`src/rtl/codec_cfg_pkg.sv`:
```
// Shared types for the codec init sequencer: FSM encoding, register table word, device address.
package codec_cfg_pkg;

  typedef enum logic [2:0] {
    ST_IDLE      = 3'd0,
    ST_POWERUP   = 3'd1,
    ST_LOAD      = 3'd2,
    ST_ISSUE     = 3'd3,
    ST_WAIT_RESP = 3'd4,
    ST_GAP       = 3'd5,
    ST_DONE      = 3'd6,
    ST_ERROR     = 3'd7
  } state_t;

  typedef struct packed {
    logic [15:0] addr;
    logic [7:0]  data;
  } reg_entry_t;

  // 7-bit I2C address of the codec, forwarded to the I2C master with every write
  localparam logic [6:0] CODEC_DEV_ADDR = 7'h18;

  // wide enough for the power-up and timeout counts
  localparam int CNT_W = 20;

  function automatic logic is_busy(input state_t s);
    return (s == ST_POWERUP) || (s == ST_LOAD) || (s == ST_ISSUE) ||
           (s == ST_WAIT_RESP) || (s == ST_GAP);
  endfunction

endpackage

```
`src/rtl/codec_init_sequencer_if.sv`:
```
// Write request channel between the init sequencer (master) and the I2C master (slave).
interface codec_init_sequencer_if;
  logic        i2c_req;
  logic [15:0] i2c_reg_addr;
  logic [7:0]  i2c_data;
  logic [6:0]  i2c_dev_addr;
  logic        i2c_ack;
  logic        i2c_nack;

  modport master (output i2c_req, i2c_reg_addr, i2c_data, i2c_dev_addr,
                  input  i2c_ack, i2c_nack);
  modport slave  (input  i2c_req, i2c_reg_addr, i2c_data, i2c_dev_addr,
                  output i2c_ack, i2c_nack);
endinterface

```
`src/rtl/codec_reg_rom.sv`:
```
// Codec register table: clock/PLL, serial port, DAC/mixer, playback power.
// Purely combinational lookup, no handshake.
module codec_reg_rom
  import codec_cfg_pkg::*;
(
  input  logic [3:0]  idx,
  output reg_entry_t  word
);

  always_comb begin
    word = '0;
    case (idx)
      4'd0:  word = {16'h0004, 8'h03};  // clock mux: PLL as codec clock
      4'd1:  word = {16'h0005, 8'h91};  // PLL P/R, power up
      4'd2:  word = {16'h0006, 8'h08};  // PLL J
      4'd3:  word = {16'h0007, 8'h00};  // PLL D msb
      4'd4:  word = {16'h0008, 8'h00};  // PLL D lsb
      4'd5:  word = {16'h000B, 8'h82};  // NDAC
      4'd6:  word = {16'h000C, 8'h87};  // MDAC
      4'd7:  word = {16'h001B, 8'h00};  // serial port: I2S, 16 bit
      4'd8:  word = {16'h003C, 8'h08};  // DAC processing block
      4'd9:  word = {16'h0040, 8'h00};  // DAC unmute
      4'd10: word = {16'h0041, 8'h00};  // DAC volume 0 dB
      4'd11: word = {16'h003F, 8'hD4};  // DAC channel power up
      4'd12: word = {16'h0123, 8'h44};  // mixer routing
      4'd13: word = {16'h0128, 8'h06};  // headphone driver gain
      4'd14: word = {16'h0120, 8'h86};  // playback power
      4'd15: word = {16'h0000, 8'h00};  // back to page 0
      default: word = '0;
    endcase
  end

endmodule

```
`src/rtl/codec_init_sequencer.sv`:
```
// Walks the codec register table after reset/start and issues each write to the I2C master.
// Per entry: LOAD + ISSUE + response wait + GAP_CYCLES; waits on ack/nack with a timeout.
// Optional CODEC_RETRY_EN: re-issue a nacked entry up to MAX_RETRY times before aborting.
module codec_init_sequencer
  import codec_cfg_pkg::*;
#(
  parameter int NUM_REGS       = 12,
  parameter int POWERUP_CYCLES = 1000,
  parameter int GAP_CYCLES     = 16,
  parameter int TIMEOUT_CYCLES = 65535,
  parameter int MAX_RETRY      = 3
)(
  input  logic                   clk,
  input  logic                   reset,
  input  logic                   start,
  codec_init_sequencer_if.master i2c,
  output logic                   busy,
  output logic                   done,
  output logic                   error,
  output logic                   stream_en,
  output logic [3:0]             entry_idx
);

  if (NUM_REGS > 16 || MAX_RETRY > 3) begin : g_cfg_check
    $error("codec_init_sequencer: NUM_REGS must be <= 16 and MAX_RETRY <= 3");
  end

  localparam logic [CNT_W-1:0] PWR_LAST = CNT_W'(POWERUP_CYCLES - 1);
  localparam logic [CNT_W-1:0] GAP_LAST = CNT_W'(GAP_CYCLES - 1);
  localparam logic [CNT_W-1:0] TMO_LAST = CNT_W'(TIMEOUT_CYCLES - 1);
  localparam logic [3:0]       IDX_LAST = 4'(NUM_REGS - 1);
  localparam state_t           AFTER_RESP = (GAP_CYCLES == 0) ? ST_LOAD : ST_GAP;

  state_t           state, state_nxt;
  logic [CNT_W-1:0] cnt;
  reg_entry_t       rom_word, word_q;
  logic             req;
  logic             idx_clr, idx_inc, ld_word;
`ifdef CODEC_RETRY_EN
  logic [1:0]       retry;
  logic             retry_inc;
`endif

  codec_reg_rom u_rom (
    .idx  (entry_idx),
    .word (rom_word)
  );

  always_ff @(posedge clk or posedge reset) begin
    if (reset) state <= ST_POWERUP;
    else       state <= state_nxt;
  end

  always_comb begin
    state_nxt = state;
    idx_clr   = 1'b0;
    idx_inc   = 1'b0;
    ld_word   = 1'b0;
`ifdef CODEC_RETRY_EN
    retry_inc = 1'b0;
`endif
    unique case (state)
      ST_IDLE, ST_DONE, ST_ERROR: begin
        if (start) state_nxt = ST_POWERUP;
      end
      ST_POWERUP: begin
        if (NUM_REGS == 0) begin
          state_nxt = ST_IDLE;
        end else if (cnt == PWR_LAST) begin
          state_nxt = ST_LOAD;
          idx_clr   = 1'b1;
        end
      end
      ST_LOAD: begin
        ld_word   = 1'b1;
        state_nxt = ST_ISSUE;
      end
      ST_ISSUE: state_nxt = ST_WAIT_RESP;
      ST_WAIT_RESP: begin
        // nack wins over a coincident ack
        if (i2c.i2c_nack) begin
`ifdef CODEC_RETRY_EN
          if (retry < 2'(MAX_RETRY)) begin
            retry_inc = 1'b1;
            state_nxt = AFTER_RESP;
          end else begin
            state_nxt = ST_ERROR;
          end
`else
          state_nxt = ST_ERROR;
`endif
        end else if (i2c.i2c_ack) begin
          if (entry_idx == IDX_LAST) begin
            state_nxt = ST_DONE;
          end else begin
            idx_inc   = 1'b1;
            state_nxt = AFTER_RESP;
          end
        end else if (cnt == TMO_LAST) begin
          state_nxt = ST_ERROR;
        end
      end
      ST_GAP: begin
        if (cnt == GAP_LAST) state_nxt = ST_LOAD;
      end
      default: state_nxt = ST_ERROR;
    endcase
  end

  // One counter serves power-up, gap and response timeout: it restarts on every state change.
  always_ff @(posedge clk or posedge reset) begin
    if (reset) begin
      cnt       <= '0;
      entry_idx <= '0;
      word_q    <= '0;
      req       <= 1'b0;
      busy      <= 1'b0;
      done      <= 1'b0;
      error     <= 1'b0;
    end else begin
      cnt <= (state_nxt != state || !is_busy(state)) ? '0 : cnt + 1'b1;
      if (idx_clr)      entry_idx <= '0;
      else if (idx_inc) entry_idx <= entry_idx + 1'b1;
      if (ld_word) word_q <= rom_word;
      req   <= (state_nxt == ST_WAIT_RESP);
      busy  <= is_busy(state_nxt);
      done  <= (state_nxt == ST_DONE) || (state_nxt == ST_IDLE);
      error <= (state_nxt == ST_ERROR);
    end
  end

`ifdef CODEC_RETRY_EN
  // cleared whenever a new entry is selected, so LOAD of a fresh entry starts at zero retries
  always_ff @(posedge clk or posedge reset) begin
    if (reset)                    retry <= '0;
    else if (idx_clr || idx_inc)  retry <= '0;
    else if (retry_inc)           retry <= retry + 1'b1;
  end
`endif

  assign stream_en        = done;
  assign i2c.i2c_req      = req;
  assign i2c.i2c_reg_addr = word_q.addr;
  assign i2c.i2c_data     = word_q.data;
  assign i2c.i2c_dev_addr = CODEC_DEV_ADDR;

endmodule

```
`src/flat_wrapper.sv`:
```
// flat-port wrapper written by rule: the top's interface ports become plain ports
module codec_init_sequencer_flat import codec_cfg_pkg::*;
#(
  parameter int NUM_REGS       = 12,
  parameter int POWERUP_CYCLES = 1000,
  parameter int GAP_CYCLES     = 16,
  parameter int TIMEOUT_CYCLES = 65535,
  parameter int MAX_RETRY      = 3
)
  (clk, reset, start, busy, done, error, stream_en, entry_idx, i2c_i2c_req, i2c_i2c_reg_addr, i2c_i2c_data, i2c_i2c_dev_addr, i2c_i2c_ack, i2c_i2c_nack);
  codec_init_sequencer_if i2c_i ();
  input  logic clk;
  input  logic reset;
  input  logic start;
  output logic busy;
  output logic done;
  output logic error;
  output logic stream_en;
  output logic [3:0] entry_idx;
  output wire logic [$bits(i2c_i.i2c_req)-1:0] i2c_i2c_req;
  output wire logic [$bits(i2c_i.i2c_reg_addr)-1:0] i2c_i2c_reg_addr;
  output wire logic [$bits(i2c_i.i2c_data)-1:0] i2c_i2c_data;
  output wire logic [$bits(i2c_i.i2c_dev_addr)-1:0] i2c_i2c_dev_addr;
  input wire logic [$bits(i2c_i.i2c_ack)-1:0] i2c_i2c_ack;
  input wire logic [$bits(i2c_i.i2c_nack)-1:0] i2c_i2c_nack;
  assign i2c_i2c_req = i2c_i.i2c_req;
  assign i2c_i2c_reg_addr = i2c_i.i2c_reg_addr;
  assign i2c_i2c_data = i2c_i.i2c_data;
  assign i2c_i2c_dev_addr = i2c_i.i2c_dev_addr;
  assign i2c_i.i2c_ack = i2c_i2c_ack;
  assign i2c_i.i2c_nack = i2c_i2c_nack;
  codec_init_sequencer #(.NUM_REGS(NUM_REGS), .POWERUP_CYCLES(POWERUP_CYCLES), .GAP_CYCLES(GAP_CYCLES), .TIMEOUT_CYCLES(TIMEOUT_CYCLES), .MAX_RETRY(MAX_RETRY)) u_core (.clk(clk), .reset(reset), .start(start), .i2c(i2c_i), .busy(busy), .done(done), .error(error), .stream_en(stream_en), .entry_idx(entry_idx));
endmodule
```
`config.mk`:
```
export PLATFORM = sky130hd
export DESIGN_NAME = codec_init_sequencer_flat
export DESIGN_NICKNAME = d
export VERILOG_FILES = /design/src/rtl/codec_cfg_pkg.sv /design/src/rtl/codec_init_sequencer_if.sv /design/src/rtl/codec_reg_rom.sv /design/src/rtl/codec_init_sequencer.sv /design/src/flat_wrapper.sv
export SDC_FILE = /design/constraint.sdc
export NUM_CORES = 1
export LEC_CHECK = 0
export ABC_AREA = 1
export BUFFER_PORTS_ARGS = -buffer_cell sky130_fd_sc_hd__buf_2
export CAP_MARGIN = 20
export CORE_MARGIN = 4
export CORE_UTILIZATION = 55
export CTS_CLUSTER_DIAMETER = 120
export CTS_CLUSTER_SIZE = 30
export DETAILED_ROUTE_END_ITERATION = 10
export HOLD_SLACK_MARGIN = 0.02
export PLACE_DENSITY = 0.77
export SLEW_MARGIN = 25
export SYNTH_ARGS = -nofsm -noshare
export SYNTH_HDL_FRONTEND = slang
export SYNTH_HIERARCHICAL = 1
export SYNTH_SLANG_ARGS = --single-unit
```
`constraint.sdc`:
```
create_clock -name clk -period 2.4 [get_ports clk]
set_input_delay 0.24 -clock clk [delete_from_list [all_inputs] [get_ports clk]]
set_output_delay 0.24 -clock clk [all_outputs]
set_load 0.005 [all_outputs]
```
==> key figures, run 1 <==
Outcome
  – Outcome: complete, no violations

Placed design
  – Gp weighted congestion: 0.918
  – Setup WS pre-CTS: 224 ps
  – Post-Place Cell Area: 0.00347 mm^2
  – Port buffer count: 37
  – Dpl hpwl: 4420 um

Power
  – Int Pwr: 1.99 mW
  – Peak VDD IR: 830 uV
  – Pwr/cell area: 1030 mW/mm^2
  – Sw Share: 46.0%
  – Clock Power Share: 14.7%
  – Pleak: 1.96 nW
  – P_sw: 1.69 mW
  – Sequential power share: 36.8%
  – Combinational group share of total power: 48.5%

Global route
  – Grt ovf: 0
  – Vias in the first global route: 2591
  – Met2 usage in global routing: 32.1%
  – First-pass GRT wire length: 11300 um
  – Grt met1 use: 23.9%
  – Met3 GRT Util: 2.98%
  – GRT busiest layer: met2
  – Global-route usage over all layers: 18.6%
  – Pin count of the biggest net entering global routing: 56
  – Antenna violations before repair: 0

Synthesis
  – Synth top area cells: dfrtp_1, nand2_1, nor3_2
  – Most used DFF post-synth: dfrtp_1
  – Post-Syn Area per Cell: 7.76 um^2
  – Post-synth ARST share: 100%
  – Unique masters post-synth: 29
  – Seq/Total Area, Yosys: 41.7%
  – EDFF count, synth: 0
  – Post-synth top area share: 40.9%
  – Largest area contributor in the netlist: dfrtp_1
  – Post-Synthesis Cells: 426
  – Synth warn: 6
  – Synth cell count leaders: nand2_1, dfrtp_1, inv_1
  – Count leader, synth: nand2_1
  – Mapped Area: 0.00330 mm^2
  – #FFs+latches synth: 55

Drt
  – Vias per cell: 4.90
  – Routed vias: 2614
  – Initial drt markers: 87
  – WL/cell: 11.6 um
  – DRT Pass-1 Iters: 4
  – Remaining antenna violation count: 0
  – DRC: 0
  – Routed WL: 6220 um

Clocking
  – CTS tree: built
  – Max Root-Sink Buffers: 2
  – H-tree depth: 2
  – Clock-pin slew on the worst setup and hold paths: 100 ps
  – Sink Count: 55
  – Clk Latency, worst-skew pair: 310 ps
  – Cts hold-fix bufs: 0
  – Num CTS Buffers: 5
  – CTS Root Cell: clkbuf_8

Finish
  – Design Area, Final: 0.00357 mm^2
  – Nets@finish: 475
  – Filler cell count: 486
  – Diode count: 0
  – Layout cells sized above 1: 20.8%
  – Area growth syn-to-layout: 7.99%

Worst setup path
  – CP max stage cell: dfrtp_1
  – Critical Path RT: 2580 ps
  – Reg2Reg Depth: 12
  – RR Endpoint: u_core/cnt[16]
  – Cell family with most CP delay: simple AND/OR/NAND/NOR gates
  – Critical Path Sink Type: flip-flop
  – Worst reg2reg startpoint: u_core/cnt[0]
  – CP bufs+invs: 1
  – CP max FO: 20
  – CP Launch Type: flip-flop
  – Critical path, cell by cell: ha_1, nand3_1, nor2_2, nand4_1, nand3_1, nor2_1, nand2_1, nand2_1, nand2_1, nand2_1, buf_4, nor3_2
  – CP max stage delay: 420 ps
  – CP startpoint: u_core/cnt[0]
  – WP data arrival: 2250 ps
  – Reg2reg setup slack: 320 ps
  – Worst setup path class: flip-flop to flip-flop
  – Most used cell, CP: nand2_1

STA
  – Max Slew Vio Count: 0
  – Final worst slack: 325 ps
  – Worst Max-Slew Pin Slew: 687 ps
  – Final setup viols: 0
  – Final Hold Vio Count: 0
  – Relative slew slack: 54.2%
  – Tcrit/Tclk final: 86.5%
  – RSZ-0062 raised after global routing: no
  – Max Freq: 482 MHz
  – Setup_tns: 0 ps
  – Crit path time final: 2080 ps
  – Fin Clk Skew: 13.9 ps

Floorplanning
  – Initial Utilization: 58.2%
  – CORE AREA: 0.00568 mm^2
  – IO Pins: 45
  – Die Span X: 85.5 um
  – Die height: 85.5 um
  – FP Rows: 27
  – Area of the die: 0.00731 mm^2

Min path
  – Worst Hold Class: input port to async pin

Job
  – Max cap viols: 0
## cell usage in the layout (no fill, tap or decap)
cell type / instances
nand4_1: 7
clkbuf_8: 6
nor2_1: 30
o21ai_2: 1
xor2_1: 15
nand2_1: 149
nor3_4: 1
nor3_2: 20
buf_4: 7
nand2_4: 1
nor2_2: 3
xnor2_1: 4
dfstp_2: 1
inv_1: 41
nand3_1: 21
nor4_1: 1
nor2_4: 1
clkinv_2: 1
nand2_2: 7
inv_6: 1
o21ai_1: 4
and2_0: 1
o21ai_0: 4
dfrtp_1: 54
ha_1: 9
nor3_1: 5
a21oi_1: 5
buf_2: 37
conb_1: 16
nand3_2: 1
inv_2: 8
## cells by family after synthesis
kind of cell,Yosys count,share of synthesized area (%)
other,3,0.341
AO/OA/AOI/OAI,14,2.23
adder cells (fa/ha/maj),9,3.41
XOR/XNOR,19,5.04
AND/OR/NAND/NOR,248,35.3
flip-flops,55,41.7
buffers and inverters,78,12.0
## how the worst max path moves through the flow
| stage | endpoint | slack (ps) | depth (start not counted) |
|---|---|---|---|
| 3_5_place_dp | u_core/cnt[16] | 220 | 11 |
| 6_report | u_core/cnt[16] | 320 | 12 |
| 4_1_cts | u_core/cnt[16] | 190 | 11 |
| 3_3_place_gp | u_core/cnt[0] | 320 | 11 |
| 2_1_floorplan | u_core/entry_idx[3] | 550 | 7 |
| 5_1_grt | u_core/cnt[18] | 110 | 14 |
## worst reg2reg max path, stage by stage (launching register included)
cell	delay, ps
dfrtp_1	420
ha_1	260
nand3_1	130
nor2_2	50
nand4_1	160
nand3_1	100
nor2_1	110
nand2_1	80
nand2_1	100
nand2_1	60
nand2_1	70
buf_4	320
nor3_2	70
## cell type report
type | count | area, um^2 | area share [%]
flip-flops and latches | 55 | 1380 | 38.6
multi-input cells | 306 | 1580 | 44.4
well taps | 72 | 90.1 | 2.52
clock buffers | 6 | 82.6 | 2.31
repair buffers | 44 | 238 | 6.66
inverters | 49 | 184 | 5.15
clock inverters | 2 | 13.8 | 0.386
## power by group through the flow
stage | Combinational [mW] | Sequential [mW] | Clock, mW
after CTS | 1.77 | 1.36 | 0.560
after global routing | 2.02 | 1.39 | 0.598
after global placement | 1.72 | 1.37 | 0
final | 1.78 | 1.35 | 0.539
after detailed placement | 1.76 | 1.38 | 0
after floorplan | 1.45 | 1.36 | 0
## sequential cells by signal, summed over array words and instances (netlist names)
| signal | cells |
|---|---|
| u_core/cnt | 20 |
| u_core/done | 1 |
| u_core/i2c.i2c_data | 8 |
| u_core/i2c.i2c_reg_addr | 16 |
| u_core/entry_idx | 4 |
| u_core/error | 1 |
| u_core/busy | 1 |
| u_core/state | 3 |
| u_core/i2c.i2c_req | 1 |
## through the flow
stage	util, %	cells	hold WS (ps)	power [mW]
after floorplan	-	439	448	2.81
after global placement	61.1	526	448	3.09
after detailed placement	61.1	526	454	3.14
after CTS	62.8	534	132	3.69
after global routing	62.9	534	168	4.01
final	62.9	534	116	3.68
## metal layers
layer | share of wire [%] | vias up
li1 | - | 1344
met1 | 47 | 1228
met2 | 49 | 40
met3 | 2.8 | 2
met4 | 0.55 | 0
met5 | 0 | -
## what timing repair did
action | CTS | global route
endpoints found under the setup margin | 0 | 16
setup buffers | 0 | 0
endpoints found under the hold margin | 0 | 0
gates resized for setup | 0 | 1
Power figures use the tool's default switching activity.
==> run 2, diff against run 1 <==
--- a/config.mk
+++ b/config.mk
@@ -15,6 +15,7 @@
 export DETAILED_ROUTE_END_ITERATION = 10
 export HOLD_SLACK_MARGIN = 0.02
 export PLACE_DENSITY = 0.77
+export RECOVER_POWER = 50
 export SLEW_MARGIN = 25
 export SYNTH_ARGS = -nofsm -noshare
 export SYNTH_HDL_FRONTEND = slang
==> key figures, run 2 (synthesis gave the netlist of run 1 again) <==
Outcome
  – Outcome: complete, no violations

Power
  – Pleak: 1.94 nW
  – P_sw: 1.69 mW
  – Sw Share: 46.2%
  – Design Power: 3.67 mW
  – Clock Power Share: 14.7%
  – Sequential power share: 36.9%
  – Pwr/cell area: 1030 mW/mm^2
  – Peak VDD IR: 832 uV
  – Int Pwr: 1.98 mW
  – Combinational group share of total power: 48.3%

Placed design
  – Post-Place Cell Area: 0.00347 mm^2
  – Dpl hpwl: 4420 um
  – Gp weighted congestion: 0.918
  – Dpl cells: 526
  – Port buffer count: 37

Clocking
  – CTS Root Cell: clkbuf_8
  – Clk Latency, worst-skew pair: 310 ps
  – H-tree depth: 2
  – Max Root-Sink Buffers: 2
  – Clock-pin slew on the worst setup and hold paths: 100 ps
  – CTS tree: built
  – Sink Count: 55
  – Num CTS Buffers: 5

Worst setup path
  – RR Endpoint: u_core/cnt[16]
  – Reg2reg setup slack: 310 ps
  – Reg2Reg Depth: 12
  – Worst reg2reg startpoint: u_core/cnt[0]
  – Worst setup path class: flip-flop to flip-flop
  – Critical Path Sink Type: flip-flop
  – Critical Path RT: 2580 ps
  – CP max FO: 20
  – CP Launch Type: flip-flop
  – WP data arrival: 2260 ps

Global route
  – Pin count of the biggest net entering global routing: 56
  – First-pass GRT wire length: 11300 um
  – Antenna violations before repair: 0
  – Vias in the first global route: 2591
  – Grt ovf: 0
  – Global-route usage over all layers: 18.6%

STA
  – RSZ-0062 raised after global routing: no
  – Final setup viols: 0
  – Setup_tns: 0 ps
  – Final Hold Vio Count: 0
  – Max Freq: 479 MHz
  – Max Slew Vio Count: 0
  – Worst Max-Slew Pin Slew: 1350 ps
  – Relative slew slack: 9.82%
  – Crit path time final: 2090 ps
  – Fin Clk Skew: 14.7 ps
  – Tcrit/Tclk final: 86.9%

Finish
  – Max reg flops: 20
  – Commonest non-fill, non-tap cells in the layout: nand2_1, dfrtp_1, inv_1, buf_2, nor2_1
  – Area growth syn-to-layout: 7.69%
  – Nets@finish: 475
  – Layout cells sized above 1: 19.3%
  – Finished Layout Cells: 534
  – Diode count: 0
  – Design Area, Final: 0.00356 mm^2
  – Core Util, Final: 62.7%
  – Largest reg by FF count: u_core/cnt
  – Leading cell type in the layout, fill and taps excluded: nand2_1

Drt
  – DRC: 0
  – Remaining antenna violation count: 0
  – Vias per cell: 4.87
  – Initial drt markers: 88
  – WL/cell: 11.6 um
  – DRT Pass-1 Iters: 4
  – Routed WL: 6220 um
  – Routed vias: 2602

Floorplanning
  – IO Pins: 45
  – Initial Utilization: 58.2%
  – Area of the die: 0.00731 mm^2
  – Die Span X: 85.5 um
  – CORE AREA: 0.00568 mm^2
  – FP Rows: 27
  – Die height: 85.5 um

Min path
  – Hold path depth: 3
  – Hold Startpoint: start
  – Hold worst-path end: u_core/state[0]
  – Worst Hold Class: input port to flip-flop

Job
  – Max cap viols: 0
## run 2: routing by layer
| metal | vias to the layer above | track usage (%) | routed length, um |
|---|---|---|---|
| li1 | 1345 | - | - |
| met4 | 0 | 5.61 | 34 |
| met2 | 41 | 32.1 | 3050 |
| met1 | 1214 | 23.9 | 2950 |
| met3 | 2 | 2.98 | 183 |
| met5 | - | 0 | 0 |
## run 2: worst max-delay path by stage
| stage | startpoint | endpoint |
|---|---|---|
| after CTS | u_core/cnt[0] | u_core/cnt[16] |
| after detailed placement | u_core/cnt[0] | u_core/cnt[16] |
| after global routing | u_core/entry_idx[0] | u_core/cnt[18] |
| final | u_core/cnt[0] | u_core/cnt[16] |
| after floorplan | u_core/entry_idx[0] | u_core/entry_idx[3] |
| after global placement | u_core/entry_idx[0] | u_core/cnt[0] |
## run 2: power by group through the flow
stage / Combinational, mW / Clock (mW) / Sequential [mW]
after floorplan: 1.45 / 0 / 1.36
after global placement: 1.72 / 0 / 1.37
after detailed placement: 1.76 / 0 / 1.38
after CTS: 1.77 / 0.560 / 1.36
after global routing: 2.01 / 0.598 / 1.39
final: 1.77 / 0.541 / 1.36
## run 2: cell type report
class,count,area [um^2]
Clock buffer,6,82.6
Tap cell,72,90.1
Multi-Input combinational cell,306,1580
Sequential cell,55,1380
Inverter,49,184
Timing Repair Buffer,44,228
Fill cell,490,2120
Clock inverter,2,13.8
## run 2: timing repair
action	in CTS	in global routing
endpoints found under the setup margin	0	16
hold endpoints to repair	0	0
gates resized for setup	0	1
hold buffers	0	0
setup buffers	0	0
## run 2: critical path: stages, from the launching register on
cell	delay, ps
dfrtp_1	420
ha_1	260
nand3_1	130
nor2_2	50
nand4_1	170
nand3_1	100
nor2_1	110
nand2_1	80
nand2_1	100
nand2_1	60
nand2_1	70
buf_4	320
nor3_2	70
## run 2: through the flow
stage	setup WS, ps	hold WS, ps
after floorplan	548	448
after global placement	323	448
after detailed placement	224	454
after CTS	190	132
after global routing	106	349
final	313	316
==> run 3, diff against run 2 <==
--- a/config.mk
+++ b/config.mk
@@ -5,16 +5,13 @@
 export SDC_FILE = /design/constraint.sdc
 export NUM_CORES = 1
 export LEC_CHECK = 0
-export ABC_AREA = 1
 export BUFFER_PORTS_ARGS = -buffer_cell sky130_fd_sc_hd__buf_2
 export CAP_MARGIN = 20
 export CORE_MARGIN = 4
-export CORE_UTILIZATION = 55
-export CTS_CLUSTER_DIAMETER = 120
+export CORE_UTILIZATION = 29
 export CTS_CLUSTER_SIZE = 30
 export DETAILED_ROUTE_END_ITERATION = 10
 export HOLD_SLACK_MARGIN = 0.02
-export PLACE_DENSITY = 0.77
 export RECOVER_POWER = 50
 export SLEW_MARGIN = 25
 export SYNTH_ARGS = -nofsm -noshare
==> key figures, run 3 <==
Worst setup path
  – RR Endpoint: u_core/cnt[14]
  – Critical Path RT: 2590 ps
  – Critical path, cell by cell: or4_4, nor4_2, a311o_2, a22oi_4, mux2i_1, buf_4, nor2_1
  – Reg2Reg Depth: 7
  – Worst setup path class: flip-flop to flip-flop
  – Worst reg2reg startpoint: u_core/cnt[17]
  – Cell family with most CP delay: simple AND/OR/NAND/NOR gates
  – Reg2reg setup slack: 150 ps
  – WP data arrival: 2440 ps
  – CP bufs+invs: 1
  – CP Launch Type: flip-flop
  – CP max stage delay: 550 ps
  – CP max stage cell: or4_4
  – Critical Path Sink Type: flip-flop
  – CP max FO: 20

Placed design
  – Dpl cells: 478
  – Setup WS pre-CTS: 147 ps
  – Gp weighted congestion: 0.792
  – Port buffer count: 37
  – Dpl hpwl: 4390 um

Synthesis
  – EDFF count, synth: 0
  – Seq/Total Area, Yosys: 43.9%
  – Synth top area cells: dfrtp_1, mux2_2, buf_4
  – Post-synth ARST share: 100%
  – Post-Synthesis Cells: 310
  – Largest area contributor in the netlist: dfrtp_1
  – Post-synth top area share: 43.1%
  – Post-Syn Area per Cell: 10.1 um^2
  – Most used DFF post-synth: dfrtp_1
  – #FFs+latches synth: 55
  – Unique masters post-synth: 50
  – Synth warn: 6
  – Synth cell count leaders: dfrtp_1, nand2_1, nor2_1
  – Count leader, synth: dfrtp_1
  – Mapped Area: 0.00314 mm^2

Clocking
  – H-tree depth: 2
  – Clk Latency, worst-skew pair: 310 ps
  – Num CTS Buffers: 5
  – Clock-pin slew on the worst setup and hold paths: 100 ps
  – Post-CTS Setup Bufs: 0
  – Max Root-Sink Buffers: 2
  – CTS tree: built
  – CTS Root Cell: clkbuf_8
  – Sink Count: 55

Drt
  – Remaining antenna violation count: 0
  – DRT Pass-1 Iters: 4
  – Vias per cell: 4.66
  – WL/cell: 13.0 um
  – DRC: 0
  – Routed vias: 2266
  – Routed WL: 6300 um
  – Initial drt markers: 188

Power
  – Pleak: 1.78 nW
  – Peak VDD IR: 249 uV
  – Pwr/cell area: 556 mW/mm^2

Outcome
  – Outcome: complete, no violations

Global route
  – Pin count of the biggest net entering global routing: 56
  – Grt ovf: 0
  – Antenna violations before repair: 0
  – First-pass GRT wire length: 10600 um
  – Vias in the first global route: 2187
  – Global-route usage over all layers: 10.0%

STA
  – Final worst slack: 146 ps
  – Final Hold Vio Count: 0
  – Crit path time final: 2250 ps
  – Final setup viols: 0
  – Worst Max-Slew Pin Slew: 1390 ps
  – RSZ-0062 raised after global routing: no
  – Max Slew Vio Count: 0
  – Max Freq: 444 MHz
  – Fin Clk Skew: 9.89 ps
  – Relative slew slack: 7.28%
  – WHS: 257 ps
  – Setup_tns: 0 ps
  – Tcrit/Tclk final: 93.9%

Floorplanning
  – Die height: 112 um
  – Die Span X: 112 um
  – Area of the die: 0.0125 mm^2
  – Initial Utilization: 30.1%
  – IO Pins: 45
  – FP Rows: 37
  – CORE AREA: 0.0104 mm^2

Finish
  – Finished Layout Cells: 486
  – Layout cells sized above 1: 25.4%
  – Area growth syn-to-layout: 13.0%
  – Max reg flops: 20
  – Diode count: 0
  – Nets@finish: 363
  – Leading cell type in the layout, fill and taps excluded: dfrtp_1
  – Largest reg by FF count: u_core/cnt
  – Commonest non-fill, non-tap cells in the layout: dfrtp_1, nand2_1, nor2_1, buf_2, mux2_2

Min path
  – Hold Startpoint: start
  – Worst Hold Class: input port to flip-flop
  – Hold worst-path end: u_core/state[0]
  – Hold path depth: 3

Job
  – Max cap viols: 0
## run 3: worst register-to-register path, cell delays in order (launching register included)
cell and delay (ps):
dfrtp_1 420, or4_4 550, nor4_2 320, a311o_2 240, a22oi_4 90, mux2i_1 160
buf_4 280, nor2_1 90
## run 3: worst max path at each step
stage	start	endpoint	slack (ps)	depth (start not counted)
detailed placement	u_core/cnt[7]	u_core/cnt[11]	150	7
global placement	u_core/cnt[17]	u_core/cnt[7]	180	7
CTS	u_core/cnt[7]	u_core/cnt[14]	110	7
floorplan	u_core/cnt[12]	u_core/cnt[10]	270	7
global route	u_core/cnt[12]	u_core/cnt[3]	20	7
finish	u_core/cnt[17]	u_core/cnt[14]	150	7
## run 3: cell type report
| cell class | count | area (um^2) |
|---|---|---|
| Inverter | 10 | 37.5 |
| Timing Repair Buffer | 49 | 265 |
| Fill cell | 1085 | 6870 |
| Multi-Input combinational cell | 228 | 1580 |
| Sequential cell | 55 | 1380 |
| Clock buffer | 5 | 68.8 |
| Clock inverter | 3 | 43.8 |
| Tap cell | 136 | 170 |
## run 3: metal layers
layer	global-route usage (%)	wire length (um)	vias to the layer above
met4	2.00	50	0
li1	-	-	1095
met3	2.91	392	5
met2	16.7	2900	60
met1	13.1	2950	1106
met5	0	0	-
## run 3: repair_timing
action,4_1_cts,5_1_grt
gates resized for setup,0,1
setup endpoints to repair,0,7
hold buffers,0,0
## run 3: stage by stage
| stage | utilization, % | power [mW] | cell area, um^2 |
|---|---|---|---|
| finish | 34.1 | 1.97 | 3550 |
| global route | 34.1 | 2.10 | 3550 |
| floorplan | - | 1.32 | 3190 |
| CTS | 34.1 | 2.00 | 3550 |
| global placement | 33.0 | 1.36 | 3440 |
| detailed placement | 33.0 | 1.37 | 3440 |
## run 3: logic make-up (layout without fill, tap and decap cells)
logic type | after synthesis | after routing | synth area share (%)
DFF | 55 | 55 | 43.9
buffers and inverters | 40 | 67 | 7.50
adders and majority gates | 9 | 9 | 3.59
muxes | 31 | 31 | 11.8
xor gates and xnor gates | 21 | 21 | 5.86
other | 3 | 16 | 0.359
AOI/OAI and AO/OA | 25 | 25 | 5.82
and+or+nand+nor | 126 | 126 | 21.2
## run 3: power breakdown
group	switching (mW)	internal (mW)	leakage (nW)	total (mW)
Combinational	0.140	0.134	0.972	0.273
Sequential	0.0935	0.985	0.745	1.08
Clock	0.310	0.311	0.0581	0.622
